==> src/rtl/dff16_piso_tx.sv <==
// rtl/dff16_piso_tx.sv - parallel-in serial-out transmitter with load handshake and framing strobes
//
// Captures a WIDTH-bit word on an accepted load and shifts it out one bit per
// enabled clock, framed by FIRST and DONE strobes.
//
// Optional feature: define DFF16_PISO_PARITY_EN to append an even-parity bit
// (XOR of the captured word) after the last data bit.
//
// Parameters:
//   WIDTH      word width in bits (2..32)
//   MSB_FIRST  1: bit WIDTH-1 goes out first; 0: bit 0 goes out first
//
// Ports:
//   C           clock, rising edge
//   CLR         asynchronous active-high clear
//   CE          clock enable; when low every register holds
//   D           parallel word to transmit
//   LOAD_VALID  D is valid and requests transmission
//   LOAD_READY  block can accept a word (combinational, state == IDLE)
//   SO          serial data out (registered)
//   SO_VALID    SO carries a data or parity bit this cycle (registered)
//   FIRST       first bit of a frame (registered)
//   BUSY        a frame is in progress (registered)
//   DONE        one-cycle pulse after the last bit (registered)

module dff16_piso_tx #(
    parameter int WIDTH     = 16,
    parameter bit MSB_FIRST = 1'b1
) (
    input  logic             C,
    input  logic             CLR,
    input  logic             CE,
    input  logic [WIDTH-1:0] D,
    input  logic             LOAD_VALID,
    output logic             LOAD_READY,
    output logic             SO,
    output logic             SO_VALID,
    output logic             FIRST,
    output logic             BUSY,
    output logic             DONE
);

    localparam int CW = $clog2(WIDTH);

`ifdef DFF16_PISO_PARITY_EN
    typedef enum logic [1:0] {
        ST_IDLE  = 2'd0,
        ST_SHIFT = 2'd1,
        ST_PAR   = 2'd2,
        ST_DONE  = 2'd3
    } state_t;
`else
    typedef enum logic [1:0] {
        ST_IDLE  = 2'd0,
        ST_SHIFT = 2'd1,
        ST_DONE  = 2'd3
    } state_t;
`endif

    state_t           state;
    // Holds the bits not yet presented; the bit on SO has already left it.
    logic [WIDTH-1:0] sr;
    // Number of bits still to be presented after the one currently on SO.
    logic [CW-1:0]    cnt;
`ifdef DFF16_PISO_PARITY_EN
    logic             par;
`endif

    assign LOAD_READY = (state == ST_IDLE);

    // Bit that leads a word in the configured order.
    function automatic logic lead_bit(input logic [WIDTH-1:0] w);
        return MSB_FIRST ? w[WIDTH-1] : w[0];
    endfunction

    // Word with its lead bit consumed.
    function automatic logic [WIDTH-1:0] advance(input logic [WIDTH-1:0] w);
        return MSB_FIRST ? (w << 1) : (w >> 1);
    endfunction

    always_ff @(posedge C or posedge CLR) begin
        if (CLR) begin
            state    <= ST_IDLE;
            sr       <= '0;
            cnt      <= '0;
            SO       <= 1'b0;
            SO_VALID <= 1'b0;
            FIRST    <= 1'b0;
            BUSY     <= 1'b0;
            DONE     <= 1'b0;
`ifdef DFF16_PISO_PARITY_EN
            par      <= 1'b0;
`endif
        end else if (CE) begin
            case (state)
                ST_IDLE: begin
                    DONE <= 1'b0;
                    BUSY <= 1'b0;
                    if (LOAD_VALID) begin
                        // The first bit goes straight to SO on the accepting
                        // edge, so sr keeps only the remaining bits.
                        state    <= ST_SHIFT;
                        sr       <= advance(D);
                        cnt      <= CW'(WIDTH - 1);
                        SO       <= lead_bit(D);
                        SO_VALID <= 1'b1;
                        FIRST    <= 1'b1;
                        BUSY     <= 1'b1;
`ifdef DFF16_PISO_PARITY_EN
                        par      <= ^D;
`endif
                    end
                end

                ST_SHIFT: begin
                    FIRST <= 1'b0;
                    if (cnt == '0) begin
`ifdef DFF16_PISO_PARITY_EN
                        state    <= ST_PAR;
                        SO       <= par;
                        SO_VALID <= 1'b1;
`else
                        state    <= ST_DONE;
                        SO       <= 1'b0;
                        SO_VALID <= 1'b0;
                        DONE     <= 1'b1;
`endif
                    end else begin
                        SO  <= lead_bit(sr);
                        sr  <= advance(sr);
                        cnt <= cnt - CW'(1);
                    end
                end

`ifdef DFF16_PISO_PARITY_EN
                ST_PAR: begin
                    state    <= ST_DONE;
                    SO       <= 1'b0;
                    SO_VALID <= 1'b0;
                    DONE     <= 1'b1;
                end
`endif

                ST_DONE: begin
                    // Words offered here wait for the IDLE edge that follows.
                    state <= ST_IDLE;
                    DONE  <= 1'b0;
                    BUSY  <= 1'b0;
                end

                default: begin
                    state    <= ST_IDLE;
                    SO       <= 1'b0;
                    SO_VALID <= 1'b0;
                    FIRST    <= 1'b0;
                    BUSY     <= 1'b0;
                    DONE     <= 1'b0;
                end
            endcase
        end
    end

endmodule

==> config.mk <==
export PLATFORM = sky130hd
export DESIGN_NAME = dff16_piso_tx
export DESIGN_NICKNAME = d
export VERILOG_FILES = /design/src/rtl/dff16_piso_tx.sv
export SDC_FILE = /design/constraint.sdc
export NUM_CORES = 1
export LEC_CHECK = 0
export ABC_CLOCK_PERIOD_IN_PS = 2500
export CAP_MARGIN = 5
export CORE_MARGIN = 2
export CORE_UTILIZATION = 40
export CTS_BUF_LIST = sky130_fd_sc_hd__clkbuf_4 sky130_fd_sc_hd__clkbuf_8
export DETAILED_ROUTE_END_ITERATION = 8
export GPL_ROUTABILITY_DRIVEN = 0
export SETUP_SLACK_MARGIN = 0.15
export SLEW_MARGIN = 40
export SYNTH_ARGS = -nofsm -noshare
export SYNTH_HDL_FRONTEND = slang
export SYNTH_SLANG_ARGS = --single-unit
export TNS_END_PERCENT = 30
==> constraint.sdc <==
create_clock -name C -period 2.5 [get_ports C]
set_input_delay 0.375 -clock C [delete_from_list [all_inputs] [get_ports C]]
set_output_delay 0.375 -clock C [all_outputs]
set_load 0.01 [all_outputs]
# Word-level counts from Yosys, hierarchy flattened
# Index checks and enable logic that the tools add are counted.
op_classes:
  n_addsub: 1
  eq_ne: 5
  muxes: 20
  bitwise_logic: 2
  n_reduce_logical: 9
op_table:
  columns: ["operator", "n"]
  rows:
  - ["16-bit 2-to-1 mux", 2]
  - ["16-bit one-hot mux with 2 select lines", 1]
  - ["4-bit 2-to-1 mux", 2]
  - ["4-bit one-hot mux with 2 select lines", 1]
  - ["4-bit AND reduction", 2]
  - ["1-bit 2-to-1 mux", 7]
  - ["2-bit != test, second input constant", 3]
  - ["1-bit one-hot mux with 3 select lines", 2]
  - ["3-bit AND reduction", 2]
  - ["4-bit zero test", 1]
  - ["2-bit 2-to-1 mux", 2]
  - ["1-bit one-hot mux with 2 select lines", 2]
  - ["2-bit one-hot mux with 2 select lines", 1]
  - ["2-bit AND reduction", 2]
  - ["4-bit by 1-bit subtractor with 4-bit output, second input constant", 1]
  - ["2-bit by 1-bit == test with 1-bit output, second input constant", 1]
  - ["2-bit == test, second input constant", 1]
  - ["2-bit zero test", 1]
  - ["1-bit inverter", 2]
  - ["2-bit nonzero test", 1]
word_totals:
  reg_bits: 27
  inputBits: 20
  out_inout_bits: 6

# Depth between registers and ports, before layout
depth:
  depth_word: 3
  ltp_mapped: 6
  mapped_depth_nobuf: 5

# Worst setup path after synthesis
# OpenSTA, ideal clock, no wires.
synth_timing:
  path_kind: "flip-flop to flip-flop"
  startpoint: "reg cnt[0]"
  endpoint: "reg sr[15]"
  setup_ps: 128
  t_arrival_ps: 1648
  setup_slack_ps: 724
  path_stages_with_launch: 7
  n_path_buf: 1
  synth_period_minus_slack_ps: 1776
  cell_sequence: "dfrtp_1 > inv_1 > ha_1 > nor3b_4 > a211oi_4 > buf_6 > mux2_1"
synth_via:
  elab_chain_len: 3
synth_lines:
  columns: ["element", "line_no", "rtl"]
  rows:
  - ["start, declared", "64", "logic [CW-1:0] cnt;"]
  - ["start signal, assigned", "104", "cnt <= CW'(WIDTH - 1);"]
  - ["start signal, assigned", "131", "cnt <= cnt - CW'(1);"]
  - ["4-bit zero test", "117", "if (cnt == '0) begin"]
  - ["2-bit != test (no source line)", null, null]
  - ["4-bit AND reduction (no source line)", null, null]
  - ["end signal, assigned", "103", "sr <= advance(D);"]
  - ["end signal, assigned", "130", "sr <= advance(sr);"]
  - ["end, declared", "62", "logic [WIDTH-1:0] sr;"]
# Every way passes these cells.
# A chain may end at the register's enable or synchronous reset.

# Final worst setup path
layout_timing:
  startpoint: "reg state[0]"
  endpoint: "out LOAD_READY"
layout_via:
  elab_chain_len: 1
layout_lines:
  columns: ["element", "line_no", "rtl"]
  rows:
  - ["start, declared", "60", "state_t state;"]
  - ["start signal, assigned", "83", "state <= ST_IDLE;"]
  - ["start signal, assigned", "102", "state <= ST_SHIFT;"]
  - ["start signal, assigned", "123", "state <= ST_DONE;"]
  - ["2-bit zero test", "69", "assign LOAD_READY = (state == ST_IDLE);"]
  - ["end, declared", "35", "output logic LOAD_READY,"]
# Every way passes these cells.

==> flow_summary.yaml <==
finish:
  seqCellArea_um2: 651
  postLayoutCoreUtil_pct: 50.9
  fillers: 327
  finalNetCount: 158
  area_growth_pct: 24.1
  drive_above_1_share_pct: 23.0
  stdcell_area_um2: 1690
  diodes: 0
  multi_input_area_um2: 657
  stdcell_count: 181
yosys:
  synthCells: 109
  synth.avg_cell_area_um2: 12.5
  async_flop_share_pct: 100
  synth_top_area_cell: "dfrtp_1"
  synth_cell_types: 38
  yosysSeqAreaShare_pct: 47.9
  syn_area_um2: 1360
  yosys_register_bits: 26
  syn-num-nets: 130
  synth_top_area_share_pct: 47.9
  synth_edf_count: 0
  synth_ff_type: "dfrtp_1"
  synth.top_cells.by_area: "dfrtp_1, mux2_2, mux2_4, mux2_1, nand2_1"
  yosys_warnings: 0
global_routing:
  grt_pass1_vias: 888
  grt_pass1_wl_mm: 4.13
  grt-ovfl-total: 0
  grt_start_max_net_pins: 27
  antenna_found_initial: 0
  track_usage_pct: 13.6
setup_path:
  ff2ff_setup_slack_ps: 620
  cp.required_ps: 2120
  reg2reg_depth: 3
  start_kind: "register"
  r2r_end: "sr[11]"
  critPathSlowestCell: "dfrtp_1"
  path_class: "register to output pin"
  r2r_start: "state[0]"
  cp.arrival_ps: 1710
  max_stage_delay_ps: 580
  endpoint_kind: "output pin"
  crit_chain: "nor2_1 > clkdlybuf4s50_1"
  crit_fanout: 15
pwr:
  p_leak_nw: 0.734
  power.switching_uw: 609
  combPwrFrac_pct: 50.1
  sw_frac_of_total_pct: 33.0
  pwr-share-clk_pct: 8.9
  peakVddDrop_v: 0.000389
  pwr_density_cell_nw_per_um2: 1100
  seqPwrFrac_pct: 40.9
  p_int_mw: 1.24
sta:
  maxSlewHeadroom_pct: 65.5
  min_period_over_period_pct: 83.3
  worst_slack_ps: 417
  max_freq_ghz: 0.480
  grt_setup_unrepaired: "false"
  worst_pin_slew_ps: 518
  slew_violations: 0
  hold_viol: 0
  fin_skew_ps: 7.84
  finalCriticalPeriod_ps: 2080
  setup_violations: 0
  setup_tns_ps: 0
die:
  ioPinCount: 26
  rows: 21
  die_h_um: 62.3
  core_region_area_um2: 3310
  die-width_um: 62.3
  start_util_pct: 41.0
  dieArea_um2: 3880
place:
  dp.cells: 178
  pre_cts_ws_ps: 522
  placed_area_um2: 1660
  port_buffers: 25
  hpwl_mm: 1.75
job:
  max_cap_viol_count: 0
clock_tree:
  tritoncts: "done"
  path_clk_slew_ps: 130
  worstSkewPairLatency_ps: 310
  cts-resized-gates: 0
  cts_setup_buffers: 0
  clock_sinks: 26
  cts_made_buffers: 3
  htreeDepth: 1
  cts_hold_buf: 0
  root_buffer: "clkbuf_4"
  clock_path_buffers: 2
route:
  wl_per_cell_um: 13.4
  drt_first_pass_iters: 4
  wl_mm: 2.43
  drc: 0
  drt_iter0_markers: 78
  route.vias.total: 909
  ant_nets: 0
  vias_per_cell: 5.02
min_path:
  hold_path.class: "primary input to asynchronous set/reset pin"
status:
  outcome: "finished, final reports clean"
-- power groups by stage --
stage	clock, mW	combinational [mW]	sequential (mW)
4_1_cts	0.177	0.943	0.759
5_1_grt	0.197	1.02	0.791
6_report	0.165	0.926	0.756
3_3_place_gp	0	0.930	0.759
3_5_place_dp	0	0.939	0.768
2_1_floorplan	0	0.750	0.717
-- worst max-delay path by stage --
stage / to / depth (start not counted) / start
after floorplan: sr[15] / 6 / cnt[0]
after detailed placement: sr[3] / 5 / LOAD_VALID
after CTS: LOAD_READY / 2 / state[0]
final: LOAD_READY / 2 / state[0]
after global placement: sr[6] / 5 / CE
after global routing: LOAD_READY / 2 / state[0]
-- area by class of cell --
cell class / instances / share of cell area [%]
Sequential cell: 26 / 38.6
Multi-Input combinational cell: 72 / 38.9
Tap cell: 46 / 3.41
Inverter: 5 / 1.11
Clock buffer: 3 / 1.34
Timing Repair Buffer: 29 / 16.6
-- per-layer routing --
metal / up-vias / GRT usage, % / wire length (um)
met3: 2 / 2.54 / 108
met2: 18 / 22.1 / 1210
met4: 0 / 5.83 / 23
li1: 444 / - / -
met1: 445 / 18.0 / 1090
met5: - / 0 / 0
-- synthesized netlist by cell type, types with 2 or more instances --
| cell type | instances |
|---|---|
| dfrtp_1 | 26 |
| mux2_1 | 9 |
| nor2_1 | 4 |
| mux2_2 | 12 |
| nand2b_1 | 3 |
| nand2_1 | 6 |
| buf_2 | 2 |
| inv_1 | 5 |
| clkbuf_1 | 3 |
| o22ai_1 | 2 |
| a21oi_1 | 3 |
| mux2_4 | 7 |
| o21ai_0 | 2 |
-- stage by stage --
stage               hold slack, ps  total power, mW
detailed placement             460             1.71
finish                         413             1.85
floorplan                      415             1.47
global placement               464             1.69
CTS                            411             1.88
global route                   435             2.01
-- registers in the layout, summed over array words and instances (netlist names) --
name,count
DONE,1
FIRST,1
state,2
cnt,4
SO_VALID,1
sr,15
BUSY,1
SO,1
-- critical path, delay by kind of cell (launching register included) --
kind,cells,cell delay (ps)
and+or+nand+nor,1,250
DFF,1,580
buffers and inverters,1,570
-- placed cells by master, fill, tap and decap left out --
cell / netlist / layout
a221o_1: 1 / 1
clkbuf_4: 0 / 3
nand2b_1: 3 / 3
nand3b_1: 1 / 1
a211oi_4: 1 / 1
o22ai_1: 2 / 2
a31o_2: 1 / 1
nor3b_4: 1 / 1
nor3_1: 1 / 1
mux2_1: 9 / 9
nand2_1: 6 / 6
mux2_2: 12 / 12
o221a_1: 1 / 1
a211oi_1: 1 / 1
a22oi_1: 1 / 1
o31ai_1: 1 / 1
clkdlybuf4s50_1: 0 / 25
nor2_1: 4 / 4
a21boi_0: 1 / 1
buf_4: 0 / 4
o21a_1: 1 / 1
a21bo_2: 1 / 1
mux2_4: 7 / 7
nand2b_4: 1 / 1
o22a_1: 1 / 1
nor2b_1: 1 / 1
o21ai_0: 2 / 2
ha_1: 1 / 1
nor4b_1: 1 / 1
and2_1: 1 / 1
a211o_1: 1 / 1
dfrtp_1: 26 / 26
inv_1: 5 / 5
a21o_1: 1 / 1
a22o_1: 1 / 1
a21oi_1: 3 / 3
nand3_1: 1 / 1
nand4_1: 1 / 1
-- kinds of logic (layout without fill, tap and decap cells) --
family                   after synthesis  count (layout)  share of synthesized area (%)
multiplexers                          28              28                           25.1
adder cells (fa/ha/maj)                1               1                          0.921
AO/OA/AOI/OAI                         21              21                           12.4
buffers and inverters                 11              37                           3.78
AND/OR/NAND/NOR                       22              22                           9.85
flip-flops                            26              26                           47.9
Note: power is estimated with default switching activity, not from simulation.
